### src/rtl/uart_pkg.sv
// uart_pkg: shared parity encodings, TX FSM states and frame-length helper for the UART blocks.
package uart_pkg;
  localparam int PAR_NONE = 0;
  localparam int PAR_ODD  = 1;
  localparam int PAR_EVEN = 2;
  typedef enum logic [2:0] {ST_IDLE, ST_START, ST_DATA, ST_PARITY, ST_STOP} tx_state_e;
  function automatic int frame_ticks(input int nb_data, input int nb_stop, input int parity, input int n_ticks);
    return n_ticks * (1 + nb_data + ((parity != PAR_NONE) ? 1 : 0) + nb_stop);
  endfunction
endpackage

### src/rtl/uart_bit_timer.sv
// uart_bit_timer: counts oversample ticks and strobes on the last tick of each bit.
module uart_bit_timer #(
  parameter int N_TICKS = 16
) (
  input  logic i_clk,
  input  logic i_reset,
  input  logic i_tick,
  input  logic i_clear,
  output logic o_bit_end
);
  localparam int CW = $clog2(N_TICKS);
  logic [CW-1:0] cnt;
  assign o_bit_end = i_tick && !i_clear && cnt == CW'(N_TICKS - 1);
  always_ff @(posedge i_clk or posedge i_reset)
    if (i_reset) cnt <= '0;
    else if (i_clear || o_bit_end) cnt <= '0;
    else if (i_tick) cnt <= cnt + 1'b1;
endmodule

### src/rtl/uart_tx_frame.sv
// uart_tx_frame: parametrised UART transmitter with a one-entry holding register for gapless frames.
module uart_tx_frame
  import uart_pkg::*;
#(
  parameter int NB_DATA = 8,
  parameter int NB_STOP = 1,
  parameter int PARITY  = 0,
  parameter int N_TICKS = 16
) (
  input  logic               i_clk,
  input  logic               i_reset,
  input  logic               i_tick,
  input  logic               i_tx_start,
  input  logic [NB_DATA-1:0] i_tx_data,
  output logic               o_tx_ready,
  output logic               o_tx_busy,
  output logic               o_tx_done,
  output logic               o_tx
);
  tx_state_e state, state_n;
  logic [NB_DATA-1:0] shift, shift_n, hold, hold_n;
  logic [3:0] bits, bits_n;
  logic full, full_n, par, par_n, done_n, tx_n, bit_end, accept, last_data, last_stop;

  function automatic logic par_of(input logic [NB_DATA-1:0] d);
    return (PARITY == PAR_EVEN) ? ^d : ~^d;
  endfunction

  uart_bit_timer #(.N_TICKS(N_TICKS)) timer (
    .i_clk(i_clk),
    .i_reset(i_reset),
    .i_tick(i_tick),
    .i_clear(state == ST_IDLE),
    .o_bit_end(bit_end)
  );

  assign o_tx_ready = !full;
  assign o_tx_busy  = state != ST_IDLE;
  assign accept     = i_tx_start && !full;
  assign last_data  = bits == 4'(NB_DATA - 1);
  assign last_stop  = bits == 4'(NB_STOP - 1);

  always_comb begin
    state_n = state;
    shift_n = shift;
    hold_n  = hold;
    full_n  = full;
    par_n   = par;
    bits_n  = bits;
    done_n  = 1'b0;
    if (accept && state != ST_IDLE) begin
      hold_n = i_tx_data;
      full_n = 1'b1;
    end
    case (state)
      ST_IDLE: if (accept) begin
        state_n = ST_START;
        shift_n = i_tx_data;
        par_n   = par_of(i_tx_data);
      end
      ST_START: if (bit_end) state_n = ST_DATA;
      ST_DATA: if (bit_end) begin
        shift_n = shift >> 1;
        bits_n  = last_data ? 4'd0 : bits + 4'd1;
        if (last_data) state_n = (PARITY != PAR_NONE) ? ST_PARITY : ST_STOP;
      end
      ST_PARITY: if (bit_end) state_n = ST_STOP;
      ST_STOP: if (bit_end) begin
        bits_n = last_stop ? 4'd0 : bits + 4'd1;
        if (last_stop) begin
          done_n  = 1'b1;
          // a start arriving on the final edge with the holding register empty skips it
          state_n = (full || accept) ? ST_START : ST_IDLE;
          shift_n = full ? hold : accept ? i_tx_data : shift;
          par_n   = full ? par_of(hold) : accept ? par_of(i_tx_data) : par;
          full_n  = 1'b0;
        end
      end
      default: state_n = ST_IDLE;
    endcase
    tx_n = (state_n == ST_START) ? 1'b0 :
           (state_n == ST_DATA)  ? shift_n[0] :
           (state_n == ST_PARITY) ? par_n : 1'b1;
  end

  always_ff @(posedge i_clk or posedge i_reset)
    if (i_reset) begin
      state     <= ST_IDLE;
      shift     <= '0;
      hold      <= '0;
      full      <= 1'b0;
      par       <= 1'b0;
      bits      <= '0;
      o_tx      <= 1'b1;
      o_tx_done <= 1'b0;
    end else begin
      state     <= state_n;
      shift     <= shift_n;
      hold      <= hold_n;
      full      <= full_n;
      par       <= par_n;
      bits      <= bits_n;
      o_tx      <= tx_n;
      o_tx_done <= done_n;
    end
endmodule

### config.mk
export PLATFORM = sky130hd
export DESIGN_NAME = uart_tx_frame
export DESIGN_NICKNAME = d
export VERILOG_FILES = /design/src/rtl/uart_pkg.sv /design/src/rtl/uart_bit_timer.sv /design/src/rtl/uart_tx_frame.sv
export SDC_FILE = /design/constraint.sdc
export NUM_CORES = 1
export LEC_CHECK = 0
export CAP_MARGIN = 20
export CORE_ASPECT_RATIO = 1.25
export CORE_UTILIZATION = 61
export DETAILED_ROUTE_END_ITERATION = 16
export HOLD_SLACK_MARGIN = 0.12
export PLACE_DENSITY = 0.84
export SYNTH_ARGS = -nofsm -noshare
export SYNTH_HDL_FRONTEND = slang
export SYNTH_SLANG_ARGS = --single-unit
### constraint.sdc
create_clock -name i_clk -period 4.3 [get_ports i_clk]
set_clock_uncertainty 0.2 [all_clocks]
set_input_delay 1.075 -clock i_clk [delete_from_list [all_inputs] [get_ports i_clk]]
set_output_delay 1.075 -clock i_clk [all_outputs]
set_load 0.05 [all_outputs]
Word-level counts from Yosys, hierarchy flattened
Index checks and enable logic that the tools add are counted.
{"block": "word_totals", "ff_bits": 31, "input_bits": 12, "output_inout_bits": 4, "elab_cells": 79}
{"block": "classes", "add_sub_neg": 2, "n_eq_ne": 12, "muxes": 37, "reduce_logical": 18}
{"op": "$mux 8", "n": 5}
{"op": "$mux 4", "n": 6}
{"op": "$pmux 8 s3", "n": 1}
{"op": "$mux 3", "n": 7}
{"op": "$reduce_xnor 8->1", "n": 2}
{"op": "$mux 1", "n": 15}
{"op": "$pmux 3 s5", "n": 1}
{"op": "$eq 3x2->1 const B", "n": 4}
{"op": "$add 4x1->4 const B", "n": 2}
{"op": "$pmux 4 s2", "n": 1}
{"op": "$eq 3x1->1 const B", "n": 2}
{"op": "$reduce_bool 3->1", "n": 2}
{"op": "$eq 4x3->1 const B", "n": 1}
{"op": "$eq 4x4->1 const B", "n": 1}
{"op": "$logic_and 1x1->1", "n": 4}
{"op": "$logic_not 4->1", "n": 1}
{"op": "$ne 2x1->1 const B", "n": 2}
{"op": "$reduce_and 4->1", "n": 1}
{"op": "$reduce_bool 2->1", "n": 2}
{"op": "$eq 3x3->1 const B", "n": 1}
{"op": "$logic_not 3->1", "n": 1}
{"op": "$reduce_and 3->1", "n": 1}
{"op": "$logic_not 1->1", "n": 2}
{"op": "$logic_or 1x1->1", "n": 2}
{"op": "2 further kinds", "n": 2}

Longest topological paths before layout
{"block": "depth", "ltp_word": 11, "ltp_mapped": 8, "depth_no_buf": 8}

Hierarchy
Synthesis repeated with hierarchy kept, for this count alone.
{"block": "unflattened", "cells_unflattened": 165, "hier_area_um2": 1707.9}
{"module": "uart_tx_frame", "n_inst": 1, "cells_per_inst": 142, "area_each_um2": 1496.4, "seq_area_each_um2": 676.9}
{"module": "uart_bit_timer", "n_inst": 1, "cells_per_inst": 23, "area_each_um2": 211.5, "seq_area_each_um2": 100.1}

Worst setup path before layout
No wires, ideal clock.
{"block": "synth_path", "kind": "input -> register", "startpoint": "in i_tick", "endpoint": "reg shift[1]", "arrival_ps": 1964, "t_required_ps": 3966, "slack_ps": 2002, "cell_stages": 6, "path_buffers": 1, "path_cell_list": "and4_1 -> buf_4 -> a31oi_2 -> nor2_2 -> a222oi_1 -> o21ai_1"}
{"block": "synth_between", "elab_chain_cells": 4, "elab_cells_between_ends": 5, "classes_between": "2 x eq/ne; 3 x reduce/logical"}
{"item": "start, declared", "line": "uart_tx_frame.sv:12", "rtl": "input logic i_tick,"}
{"item": "$logic_and 1x1->1 (*) (2 in series)", "line": "uart_bit_timer.sv:13", "rtl": "assign o_bit_end = i_tick && !i_clear && cnt == CW'(N_TICKS - 1);"}
{"item": "$ne 2x1->1 (no line)"}
{"item": "$reduce_and 4->1 (no line) (*)"}
{"item": "end signal, assigned", "line": "uart_tx_frame.sv:98", "rtl": "shift <= shift_n;"}
{"item": "end, declared", "line": "uart_tx_frame.sv:21", "rtl": "logic [NB_DATA-1:0] shift, shift_n, hold, hold_n;"}
Every way passes the cells marked *; elsewhere a longest branch is shown, timed or not.
A chain may end at the register's enable or synchronous reset.

Worst setup path after layout
{"block": "layout_path", "startpoint": "reg state[2]", "endpoint": "out o_tx_busy"}
{"block": "layout_between", "elab_chain_cells": 1}
{"item": "start, declared", "line": "uart_tx_frame.sv:20", "rtl": "tx_state_e state, state_n;"}
{"item": "start signal, assigned", "line": "uart_tx_frame.sv:97", "rtl": "state <= state_n;"}
{"item": "$reduce_bool 3->1", "line": "uart_tx_frame.sv:38", "rtl": "assign o_tx_busy = state != ST_IDLE;"}
{"item": "end, declared", "line": "uart_tx_frame.sv:16", "rtl": "output logic o_tx_busy,"}
No other way between the ends.

==> impl_metrics.ini <==
[outcome]
status = completed

[worst_setup_path]
crit_buf_inv = 2
crit-reg2reg-launch = bits[0]
path_cells = nor3_4 > inv_2 > clkdlybuf4s50_1
critPathTopFamily = buffers and inverters
max_stage_delay_ns = 0.72
crit_path_start_kind = register
cp.arrival_ns = 2.07
critPathSlowestCell = clkdlybuf4s50_1
crit_type = reg -> out
cp.required_ns = 3.02
end_kind = output port
startpoint = state[2]
crit_fanout = 11

[global_route]
grt_usage = 0.266
top_usage_layer = met2
antenna_found_initial = 0
grt_max_degree = 22
use_met2 = 0.465
grt_pass1_wl_mm = 6.24
grt_pass1_vias = 1442
overflow = 0
use_met1 = 0.303
grt_use_met3 = 0.0588

[layout]
layout-drive-gt1-share = 0.173
num_antenna_cells = 0
final_util = 0.739
fin_area_um2 = 2020
fin_nets = 205
area_growth_pct = 13.7

[detailed_routing]
drtIter0Drc = 68
drtAntennaViolNets = 0
drtPass1Iterations = 5
wl_mm = 3.58
routedWlPerCell_um = 15.9
dr_total_vias = 1356
drc_errors = 0
post_drt_via_cell_ratio = 6.03

[logic_synthesis]
ys.flop_type = dfrtp_1
yosysTopAreaCell = dfrtp_1
ys_top_cells_by_count = dfrtp_1, inv_1, xnor2_1
yosys_warnings = 0
synth_seq_area_share = 0.438
synthTopCellsByArea = dfrtp_1, xnor2_1, mux2_2, a222oi_1, o21ai_1
syn-num-nets = 187
netlist_instances = 172
ys_ff_latch = 31
yosysTopAreaCellShare = 0.423
synth_enable_flop_cells = 0
avgSynthCellArea_um2 = 10.3
synth_most_common_cell = dfrtp_1
yosysUniqueCellTypes = 42
syn_area_um2 = 1780
synthArstFlopShare = 1.00

[power_and_ir_drop]
p_sw_w = 0.000413
switching_share = 0.380
power.internal_w = 0.000672
p_leak_nw = 0.853
ir_worst_vdd_uv = 496
clkPwrFrac = 0.178
power_density_nw_per_um2 = 537
pwr-share-seq = 0.439
p_comb_frac = 0.382

[placement]
place_hpwl_mm = 2.68
place.gp.congestion = 0.878
placed_area_um2 = 1950
port_buffers = 15

[clocking]
cts_buffer_depth = 2
cts_tree = built
numCtsBuffers = 5
post-cts-setup-buffers = 0
cts_resized = 0
root_buffer = clkbuf_4
clock-sinks = 31
ctsHoldBuffers = 0
clk_pin_slew_ns = 0.09
clock_latency_ns = 0.33
cts_max_level = 2

[sta]
tns_ns = 0
finalMaxSlewViolations = 0
tightestPinTransition_ns = 0.631
hold_violations = 0
post-route-min-period_ns = 3.34
max-slew-margin-rel = 0.578
max_freq_ghz = 0.299
rsz0062_at_grt = no
fin_crit_sh = 0.777
setup_viol = 0

[die]
core-area_um2 = 2730
pin_count = 16
fp.dieW_um = 50.3
start_util = 0.650
dieArea_um2 = 3130
num_rows = 21
die_h_um = 62.3

[min_path]
worstHoldStart = shift[7]
hold_path_class = reg -> reg

[flow_run]
cap_viol_max_count = 0
==> kinds of logic (layout without fill, tap and decap cells) <==
logic type | Yosys count | in the layout | synth area share
adder cells (fa/ha/maj) | 3 | 3 | 0.0211
buffers and inverters | 21 | 40 | 0.0592
AO/OA/AOI/OAI | 40 | 40 | 0.152
flip-flops | 31 | 31 | 0.438
XOR/XNOR | 18 | 18 | 0.0888
AND/OR/NAND/NOR | 47 | 47 | 0.167
multiplexers | 12 | 12 | 0.0740
==> power groups by stage <==
stage / clock, W / sequential, W / combinational, W
2_1_floorplan: 0 / 0.000456 / 0.000340
3_5_place_dp: 0 / 0.000482 / 0.000407
5_1_grt: 0.000212 / 0.000487 / 0.000456
4_1_cts: 0.000198 / 0.000475 / 0.000414
3_3_place_gp: 0 / 0.000476 / 0.000391
6_report: 0.000194 / 0.000477 / 0.000414
==> metrics by stage <==
step           hold WS, ns  total power, W  setup WS (ns)  cells
2_1_floorplan        0.278        0.000796           2.00    172
3_3_place_gp         0.291        0.000868           1.24    216
3_5_place_dp         0.320        0.000889           1.21    217
4_1_cts              0.340         0.00109          0.952    225
5_1_grt              0.370         0.00116          0.876    225
6_report             0.341         0.00108          0.958    225
==> worst paths after layout <==
kind                       depth (start not counted)         to  slack, ns
min in group asynchronous                          2   shift[6]       0.86
min                                                2   shift[7]       0.34
max in group asynchronous                          3       o_tx       2.48
max                                                3  o_tx_busy       0.96
max reg2reg                                        7   shift[4]       2.03
min reg2reg                                        2   shift[7]       0.34
==> layer usage <==
layer / wire length (um) / vias to the layer above
met5: 0 / -
met4: 80 / 0
met3: 100 / 10
met2: 1970 / 30
met1: 1430 / 671
li1: - / 645
==> registers in the layout, indices dropped and copies added (netlist names) <==
name / cells
timer.cnt: 4
state: 3
bits: 4
o_tx_done: 1
o_tx: 1
par: 1
hold: 8
full: 1
shift: 8
==> area by class of cell <==
class                           instances  area (um^2)
Multi-Input combinational cell        120          893
Sequential cell                        31          777
Fill cell                             207          713
Timing Repair Buffer                   16          178
Clock buffer                            8         68.8
Inverter                               16         60.1
Tap cell                               34         42.5
==> worst reg2reg max path, delay by kind of cell, from the launching register on <==
kind / cells / cell delay (ns)
adder cells (fa/ha/maj): 1 / 0.16
AO/OA/AOI/OAI: 2 / 0.28
flip-flops: 1 / 0.41
buffers and inverters: 1 / 0.10
AND/OR/NAND/NOR: 3 / 1.07
==> cells in the final DEF, fill, tap and decap left out, types with 3 or more instances in the layout <==
master and n:
dfrtp_1 30, clkdlybuf4s50_1 15, xnor2_1 14, inv_1 14, nor2_1 13, o21ai_1 11
mux2_2 9, nand2_1 9, a21oi_1 7, o21ai_0 6, a222oi_1 6, clkbuf_4 5
xor2_1 4, nor2_2 3, mux2i_1 3, ha_1 3
Power figures use the tool's default switching activity.
